[src/rtl/imem_pkg.sv]
// rtl/imem_pkg.sv - shared types and constants for the loadable instruction memory
package imem_pkg;

  localparam logic [31:0] NOP = 32'h8b1f03ff;

  typedef enum logic [1:0] {
    RUN  = 2'd0,
    LOAD = 2'd1,
    PAD  = 2'd2
  } imem_state_t;

endpackage

[src/rtl/imem_ram.sv]
// rtl/imem_ram.sv - single-port DEPTH x N array, synchronous write and read, powers up as FILL
module imem_ram #(
  parameter int          N      = 32,
  parameter int          ADDR_W = 7,
  parameter logic [N-1:0] FILL  = 32'h8b1f03ff
) (
  input  logic              clk,
  input  logic              we,
  input  logic              re,
  input  logic [ADDR_W-1:0] addr,
  input  logic [N-1:0]      wdata,
  output logic [N-1:0]      rdata
);

  localparam int DEPTH = 2 ** ADDR_W;

  logic [N-1:0] mem [DEPTH] = '{default: FILL};
  logic [N-1:0] rdata_q;

  // No reset on the array or read register: contents survive a reset.
  always_ff @(posedge clk) begin
    if (we) mem[addr] <= wdata;
    if (re) rdata_q <= mem[addr];
  end

  assign rdata = rdata_q;

endmodule

[src/rtl/imem_prog.sv]
// rtl/imem_prog.sv - run-time loadable instruction memory: 1-cycle fetch, streamed load, NOP tail pad
module imem_prog
  import imem_pkg::*;
#(
  parameter int           N      = 32,
  parameter int           ADDR_W = 7,
  parameter logic [N-1:0] FILL   = N'(NOP)
) (
  input  logic              clk,
  input  logic              reset,
  input  logic [ADDR_W-1:0] addr,
  input  logic              rd_en,
  output logic [N-1:0]      q,
  output logic              q_valid,
  input  logic              prog_start,
  input  logic              prog_valid,
  input  logic [N-1:0]      prog_data,
  input  logic              prog_last,
  output logic              prog_ready,
  output logic              busy,
  output logic              prog_done,
  output logic [ADDR_W:0]   prog_count
);

  localparam logic [ADDR_W-1:0] LAST_ADDR = '1;

  imem_state_t       state_q, state_d;
  logic [ADDR_W-1:0] wr_ptr_q, wr_ptr_d;
  logic [ADDR_W:0]   prog_count_q, prog_count_d;
  logic              q_valid_q, q_valid_d;
  logic              prog_done_q, prog_done_d;
  logic              fill_q, fill_d;

  logic              ram_we, ram_re;
  logic [ADDR_W-1:0] ram_addr;
  logic [N-1:0]      ram_wdata, ram_rdata;

  always_comb begin
    state_d      = state_q;
    wr_ptr_d     = wr_ptr_q;
    prog_count_d = prog_count_q;
    q_valid_d    = 1'b0;
    prog_done_d  = 1'b0;
    fill_d       = fill_q;
    ram_we       = 1'b0;
    ram_re       = 1'b0;
    ram_addr     = addr;
    ram_wdata    = prog_data;
    unique case (state_q)
      RUN: begin
        if (prog_start) begin
          state_d      = LOAD;
          wr_ptr_d     = '0;
          prog_count_d = '0;
          fill_d       = 1'b1;
        end else if (rd_en) begin
          ram_re    = 1'b1;
          q_valid_d = 1'b1;
          fill_d    = 1'b0;
        end
      end
      LOAD: begin
        ram_addr = wr_ptr_q;
        if (prog_valid) begin
          ram_we       = 1'b1;
          wr_ptr_d     = wr_ptr_q + ADDR_W'(1);
          prog_count_d = prog_count_q + (ADDR_W + 1)'(1);
          // A full array ends the load even without prog_last; nothing left to pad.
          if (wr_ptr_q == LAST_ADDR) begin
            state_d     = RUN;
            prog_done_d = 1'b1;
          end else if (prog_last) begin
            state_d = PAD;
          end
        end
      end
      PAD: begin
        ram_addr  = wr_ptr_q;
        ram_we    = 1'b1;
        ram_wdata = FILL;
        wr_ptr_d  = wr_ptr_q + ADDR_W'(1);
        if (wr_ptr_q == LAST_ADDR) begin
          state_d     = RUN;
          prog_done_d = 1'b1;
        end
      end
      default: state_d = RUN;
    endcase
  end

  always_ff @(posedge clk or negedge reset) begin
    if (!reset) begin
      state_q      <= RUN;
      wr_ptr_q     <= '0;
      prog_count_q <= '0;
      q_valid_q    <= 1'b0;
      prog_done_q  <= 1'b0;
      fill_q       <= 1'b1;
    end else begin
      state_q      <= state_d;
      wr_ptr_q     <= wr_ptr_d;
      prog_count_q <= prog_count_d;
      q_valid_q    <= q_valid_d;
      prog_done_q  <= prog_done_d;
      fill_q       <= fill_d;
    end
  end

  imem_ram #(
    .N      (N),
    .ADDR_W (ADDR_W),
    .FILL   (FILL)
  ) u_ram (
    .clk   (clk),
    .we    (ram_we),
    .re    (ram_re),
    .addr  (ram_addr),
    .wdata (ram_wdata),
    .rdata (ram_rdata)
  );

  // fill_q masks the RAM read register until the first fetch after reset or a load.
  assign q          = fill_q ? FILL : ram_rdata;
  assign q_valid    = q_valid_q;
  assign prog_ready = (state_q == LOAD);
  assign busy       = (state_q != RUN);
  assign prog_done  = prog_done_q;
  assign prog_count = prog_count_q;

endmodule

[config.mk]
export PLATFORM = sky130hd
export DESIGN_NAME = imem_prog
export DESIGN_NICKNAME = d
export VERILOG_FILES = /design/src/rtl/imem_pkg.sv /design/src/rtl/imem_ram.sv /design/src/rtl/imem_prog.sv
export SDC_FILE = /design/constraint.sdc
export NUM_CORES = 2
export LEC_CHECK = 0
export BUFFER_PORTS_ARGS = -buffer_cell sky130_fd_sc_hd__clkbuf_2
export CORE_ASPECT_RATIO = 0.9
export CORE_MARGIN = 1.5
export CORE_UTILIZATION = 40
export CTS_CLUSTER_DIAMETER = 120
export DETAILED_ROUTE_END_ITERATION = 8
export PLACE_DENSITY = 0.6
export SETUP_SLACK_MARGIN = 0.1
export SLEW_MARGIN = 0
export SYNTH_ARGS = -nofsm -noshare
export SYNTH_HDL_FRONTEND = slang
export SYNTH_SLANG_ARGS = --single-unit
[constraint.sdc]
create_clock -name clk -period 12.61 [get_ports clk]
set_input_delay 2.522 -clock clk [delete_from_list [all_inputs] [get_ports clk]]
set_output_delay 2.522 -clock clk [all_outputs]
set_load 0.05 [all_outputs]
## After elaboration in Yosys (flattened, before gate mapping)

Memories as Yosys holds them, arrays and structs flattened. A register that Yosys moved wholly into a read port is not among the register bits.
Cells that the tools add are included.

| word-level totals | value |
|---|---|
| memory bits (read-only) | 0 |
| bits in latches | 0 |
| output and inout port bits | 44 |
| memory bits (writable) | 4,096 |
| bits in registers | 20 |
| memories | 1 |
| input port bits | 45 |
| word-level logic and storage cells | 53 |

Memories:

| name | depth | width | rd ports | clocked after memory_dff | wr ports | line | RTL |
|---|---|---|---|---|---|---|---|
| u_ram.mem | 128 | 32 | 1 | 1 | 1 | imem_ram.sv:17 | `logic [N-1:0] mem [DEPTH] = '{default: FILL};` |

| operators by class | value |
|---|---|
| equality and inequality tests | 7 |
| multiplexer cells | 27 |
| multiply operators | 0 |
| div/mod/pow operators | 0 |
| $lt $le $gt $ge | 0 |
| shifts and indexed selects | 0 |
| bitwise logic cells | 0 |
| reductions and logical operators | 10 |
| $add $sub $neg | 2 |

Operator list:

| cell | number |
|---|---|
| $mux W32 | 2 |
| $mux W7 | 3 |
| $pmux W7 S3 | 1 |
| $mux W8 | 2 |
| $pmux W8 S2 | 1 |
| $mux W1 | 10 |
| $mux W2 | 5 |
| $add A8 B1 Y8 const B | 1 |
| $add A7 B1 Y7 const B | 1 |
| $eq A7 B7 Y1 const B | 1 |
| $ne A2 B2 Y1 const B | 3 |
| $pmux W2 S3 | 1 |
| $reduce_and A3 Y1 | 2 |
| $reduce_bool A2 Y1 | 3 |
| $pmux W1 S2 | 2 |
| $reduce_and A4 Y1 | 1 |
| $ne A3 B2 Y1 const B | 1 |
| $reduce_bool A3 Y1 | 1 |
| $eq A2 B1 Y1 const B | 1 |
| $eq A2 B2 Y1 const B | 1 |
| $logic_not A2 Y1 | 1 |
| $reduce_and A2 Y1 | 1 |
| $reduce_or A2 Y1 | 1 |

## Logic depth before layout (Yosys ltp)

| depth | value |
|---|---|
| depth after elaboration | 4 |
| mapped depth | 13 |
| depth with buffers taken out | 8 |

## By module

A second synthesis with hierarchy kept.

| second synthesis, totals | value |
|---|---|
| cell total of the unflattened synthesis | 9,158 |
| area total of the unflattened synthesis | 159,251.5 um^2 |

Modules (own cells, without submodules):

| module | area an instance (um^2) | sequential area each (um^2) | cells an instance | times used |
|---|---|---|---|---|
| imem_ram | 157,577.4 | 123,958.9 | 8,954 | 1 |
| imem_prog | 1,674.1 | 501.7 | 204 | 1 |

## Worst setup path after synthesis

No wires, ideal clock.

| path | value |
|---|---|
| kind | input-to-reg |
| start point | input port prog_data[30] |
| end point | memory u_ram.mem[0][30], data pin |
| slack | 6.147 ns |
| data required time | 11.782 ns |
| stages on the path | 1 |
| data arrival time | 5.635 ns |
| path buffers | 0 |
| library setup time | 0.828 ns |
| path through | nor2b_1 |

| on the way | value |
|---|---|
| word-level cells in the longest chain between the ends | 1 |

Ends and longest elaborated chain:

| item | line | RTL |
|---|---|---|
| from (decl) | imem_prog.sv:17 | `input logic [N-1:0] prog_data,` |
| $mux W32 | imem_prog.sv:49 | `unique case (state_q)` |
| to (decl) | imem_ram.sv:17 |  |

Every way passes these cells.

## Final worst setup path

| path | value |
|---|---|
| start point | register state_q[1] |
| end point | register u_ram.rdata_q[14], in the netlist u_ram.rdata[14] (read register of u_ram.mem), data pin |

| on the way | value |
|---|---|
| word-level cells in the longest chain between the ends | 3 |
| elaborated cells on any way between the ends | 6 |
| classes of those cells | eq/ne: 2; mux: 2; reduce/logical: 2 |

Ends and longest elaborated chain:

| item | line | RTL |
|---|---|---|
| from (decl) | imem_prog.sv:27 | `imem_state_t state_q, state_d;` |
| from (signal assigned) | imem_prog.sv:100 | `state_q <= state_d;` |
| $eq A2 B1 Y1 or $eq A2 B2 Y1 (tied branches) | imem_prog.sv:49 |  |
| $reduce_or A2 Y1 (no line) | - |  |
| $mux W7 | imem_prog.sv:49 |  |
| to (decl) | imem_ram.sv:18 | `logic [N-1:0] rdata_q;` |

Several ways; a longest one is shown, not always the timed one.
A chain may end at the register's enable or synchronous reset.

==> results.md <==
* CTS tree: yes
* Residual DRC count at 0
* Pwr dens at between 200 and 250 nW/µm²
* Pins Over Slew Limit at 1
* Total negative slack at 0 ns
* Post-synth EDFFs at 4128
* Row count at roughly 220
* Setup slack, reg-to-reg at roughly 6 ns
* TritonRoute pass-1 iters at 7
* Syn Nets at around 9600
* Die area at 394900 µm²
* Tcrit/Tclk final at between 50% and 60%
* Placeable Area at between 300000 and 400000 µm²
* Synth Warn # at 0
* Total clock sinks at 4148
* GR Util All Layers at 25.87%
* Final Hold Fails at 0
* Synth area leaders: edfxtp_1 (79%), o21ai_0 (6.5%), a22oi_1 (4.8%), and4_1 (2.8%), a31oi_1 (2.0%)
* Max Cap Viol at 1
* Critical path class: reg -> reg
* Die height at 596.3 µm
* Yosys top cell area share at 79.22%
* Failing checks: max-capacitance violations, max-slew violations
* Fmax at 151.4 MHz
* Layout cells sized above 1 at a little over an eighth
* Unrepaired setup endpoints after global routing: no
* Iter 0 DRT Violations at between 15000 and 20000
* Vias in the first global route at 91870
* Worst Hold Class: reg -> reg
* Delay of the slowest critical-path stage at about 0.9 ns
* Setup Viol. Count Final at 0
* First-pass GRT wire length at about 730000 µm
* Worst r2r dst: u_ram.rdata[14]
* DP Cell Count at roughly 14000
* Crit path to: u_ram.rdata[14]
* Clock skew at 0.04691 ns
* Yosys reg bits at about 4100
* Cell taking the most area after synthesis: edfxtp_1
* Req. time, crit path at 13.44 ns
* Static leakage at between 50 and 60 nW
* Initial cell density of the core at approximately two fifths
* Routability cong. at just under 0.9
* I/O pin cnt at between 80 and 90
* Main flop type after synthesis: edfxtp_1
* Hold buffers post-CTS at 0
* Critical-path cell list: inv_1 -> ha_2 -> buf_4 -> and4b_4 -> buf_4 -> buf_4 -> buf_4 -> o21ai_0 -> and4_1 -> a31oi_1 -> o41ai_2 -> buf_4 -> nand4_1
* Sequential fraction of the synthesis area at 79.54%
* Reg clk slew, reported paths at roughly 0.060 ns
* Initial antenna violation count at 29
* Largest net degree at the start of global routing at 163
* Worst hold slack at about 0.55 ns
* Max rail drop VDD at 0.1596 mV
* CP dominant cell by count: buf_4
* Max stage delay cell, worst path: a31oi_1
* CP startpoint kind: flop
* Via density at ~6.5
* Die width at 662.3 µm
* Fillers at around 33000
* Routed via count at approximately 98000
* Routed len/inst at roughly 35 µm
* Reg-to-reg critical path startpoint: state_q[1]
* Tmin final at ~6.6 ns
* Area taken by multi-input logic gates at around 31000 µm²
* Synthesized instance count at ~9500
* Worst-path fanout max at 49
* Root buf cell: clkbuf_16
* Layout area overhead at 14.40%
* Post_cts resized at 0
* Placed wire-length estimate at around 290000 µm
* # Post-CTS Setup Buffers at 0
* CTS H-tree lvls at 5
* Async SR Flop Fraction at 0.4822%
* Critical path origin: state_q[1]
* Antenna viol nets, final at 0
* Worst Setup End Kind: flop
* Inserted Clock Buffers at between 400 and 500
* Finished Layout Cells at approximately 15000
* IO buf count at 88
* Worst-margin pin slew at approximately 1.5 ns
* Nets at between 9000 and 10000
* Post-synthesis cell area at roughly 160000 µm²
* Critical path arrival at between 7 and 8 ns
* Cell variety after synth at 55
* Clock insertion delay at the later pin of the skew report at slightly below 1 ns
* Avg Inst Size Synth at approximately 16 µm²
* Clk buf depth at 4
* FF+latch area at 124500 µm²
* Grt ovf at 0
* Total Routed Length at 526800 µm
* Cell count of the worst reg-to-reg path at 13
* Max-slew headroom at -0.02337%
* Status: finished with violations
-- sequential cells by signal, summed over array words and instances, names as in the netlist --
name / flops
q_valid: 1
u_ram.rdata: 32
wr_ptr_q: 7
fill_q: 1
prog_count: 8
u_ram.mem: 4096
state_q: 2
prog_done: 1
-- logic make-up (layout without fill, tap and decap cells) --
family / count (synthesis) / after routing / synth area share, %
DFF: 4148 / 4148 / 79.54
AOI/OAI and AO/OA: 3722 / 3722 / 14.33
and+or+nand+nor: 828 / 828 / 3.847
buffers and inverters: 783 / 1229 / 1.954
muxes: 39 / 39 / 0.2495
adders and majority gates: 6 / 6 / 0.04798
xor gates and xnor gates: 5 / 5 / 0.02799
other: 0 / 15 / 0
-- cell type report --
class                   instances  area share [%]
well taps                    5146           3.597
diodes                         15         0.02097
clock inverters               260           1.461
repair buffers                458           2.031
clock buffers                 500           6.052
inverters                      11         0.02307
flip-flops and latches       4148           69.54
multi-input cells            4600           17.28
-- cells in the final DEF, fill, tap and decap left out, types with 16 or more instances in the layout --
cell type | synthesis | final
edfxtp_1 | 4128 | 4128
o21ai_0 | 2020 | 2020
a22oi_1 | 1007 | 1007
a31oi_1 | 505 | 505
and4_1 | 501 | 501
clkbuf_16 | 0 | 421
buf_4 | 3 | 324
nor2_4 | 0 | 124
clkinv_1 | 0 | 108
clkbuf_2 | 0 | 88
clkbuf_1 | 672 | 79
clkinv_2 | 0 | 77
o41ai_2 | 0 | 75
o41ai_1 | 124 | 47
bufinv_16 | 0 | 47
mux2i_1 | 39 | 37
nand4_1 | 33 | 33
nand2_1 | 37 | 29
buf_12 | 0 | 23
or2_2 | 40 | 21
nor2b_1 | 36 | 19
or2_4 | 0 | 19
dfrtp_1 | 19 | 19
nor2b_4 | 0 | 17
o22ai_1 | 18 | 16
-- critical path: cells and delay by family, from the launching register on --
family / cells / cell delay, ns
AND/OR/NAND/NOR: 3 / 0.98
adder cells (fa/ha/maj): 1 / 0.79
buffers and inverters: 6 / 2.83
flip-flops: 1 / 0.41
AO/OA/AOI/OAI: 3 / 1.26
-- synthesized netlist by cell type, types with 37 or more instances --
cell	count
a22oi_1	1007
nand2_1	37
buf_2	55
buf_1	37
o21ai_0	2020
o41ai_1	124
nor2_1	138
edfxtp_1	4128
clkbuf_1	672
a31oi_1	505
or2_2	40
and4_1	501
mux2i_1	39
-- through the flow --
step / util, % / power, mW / area (µm²) / worst slack, ns
2_1_floorplan: - / 20.59 / 156500 / 6.147
3_3_place_gp: 42.36 / 24.63 / 164700 / 3.799
3_5_place_dp: 42.56 / 24.84 / 165500 / 5.470
4_1_cts: 46.01 / 36.96 / 178900 / 6.220
5_1_grt: 46.03 / 37.87 / 179000 / 5.946
6_report: 46.04 / 37.09 / 179000 / 6.005
-- worst min-delay path by stage --
stage | from | end | slack [ns] | cells after the start
floorplan | state_q[0] | state_q[0] | 0.50 | 2
global placement | state_q[0] | state_q[0] | 0.52 | 2
detailed placement | prog_count[7] | prog_count[7] | 0.54 | 2
CTS | prog_count[7] | prog_count[7] | 0.55 | 2
global route | prog_count[7] | prog_count[7] | 0.61 | 2
finish | prog_count[7] | prog_count[7] | 0.55 | 2
-- where the power goes --
| group | internal [mW] | total (mW) | switching [mW] |
|---|---|---|---|
| logic | 2.12 | 8.57 | 6.45 |
| registers | 16.1 | 16.2 | 0.0941 |
| clock network | 7.07 | 12.3 | 5.25 |
-- per-layer routing --
| layer | part of all wire (%) | global-route usage (%) | vias up |
|---|---|---|---|
| li1 | - | - | 39470 |
| met1 | 38 | 36.62 | 50890 |
| met2 | 45 | 38.89 | 6909 |
| met3 | 12 | 5.516 | 969 |
| met4 | 4.7 | 10.70 | 14 |
| met5 | 0.016 | 0 | - |
Note: power is estimated with default switching activity, not from simulation.
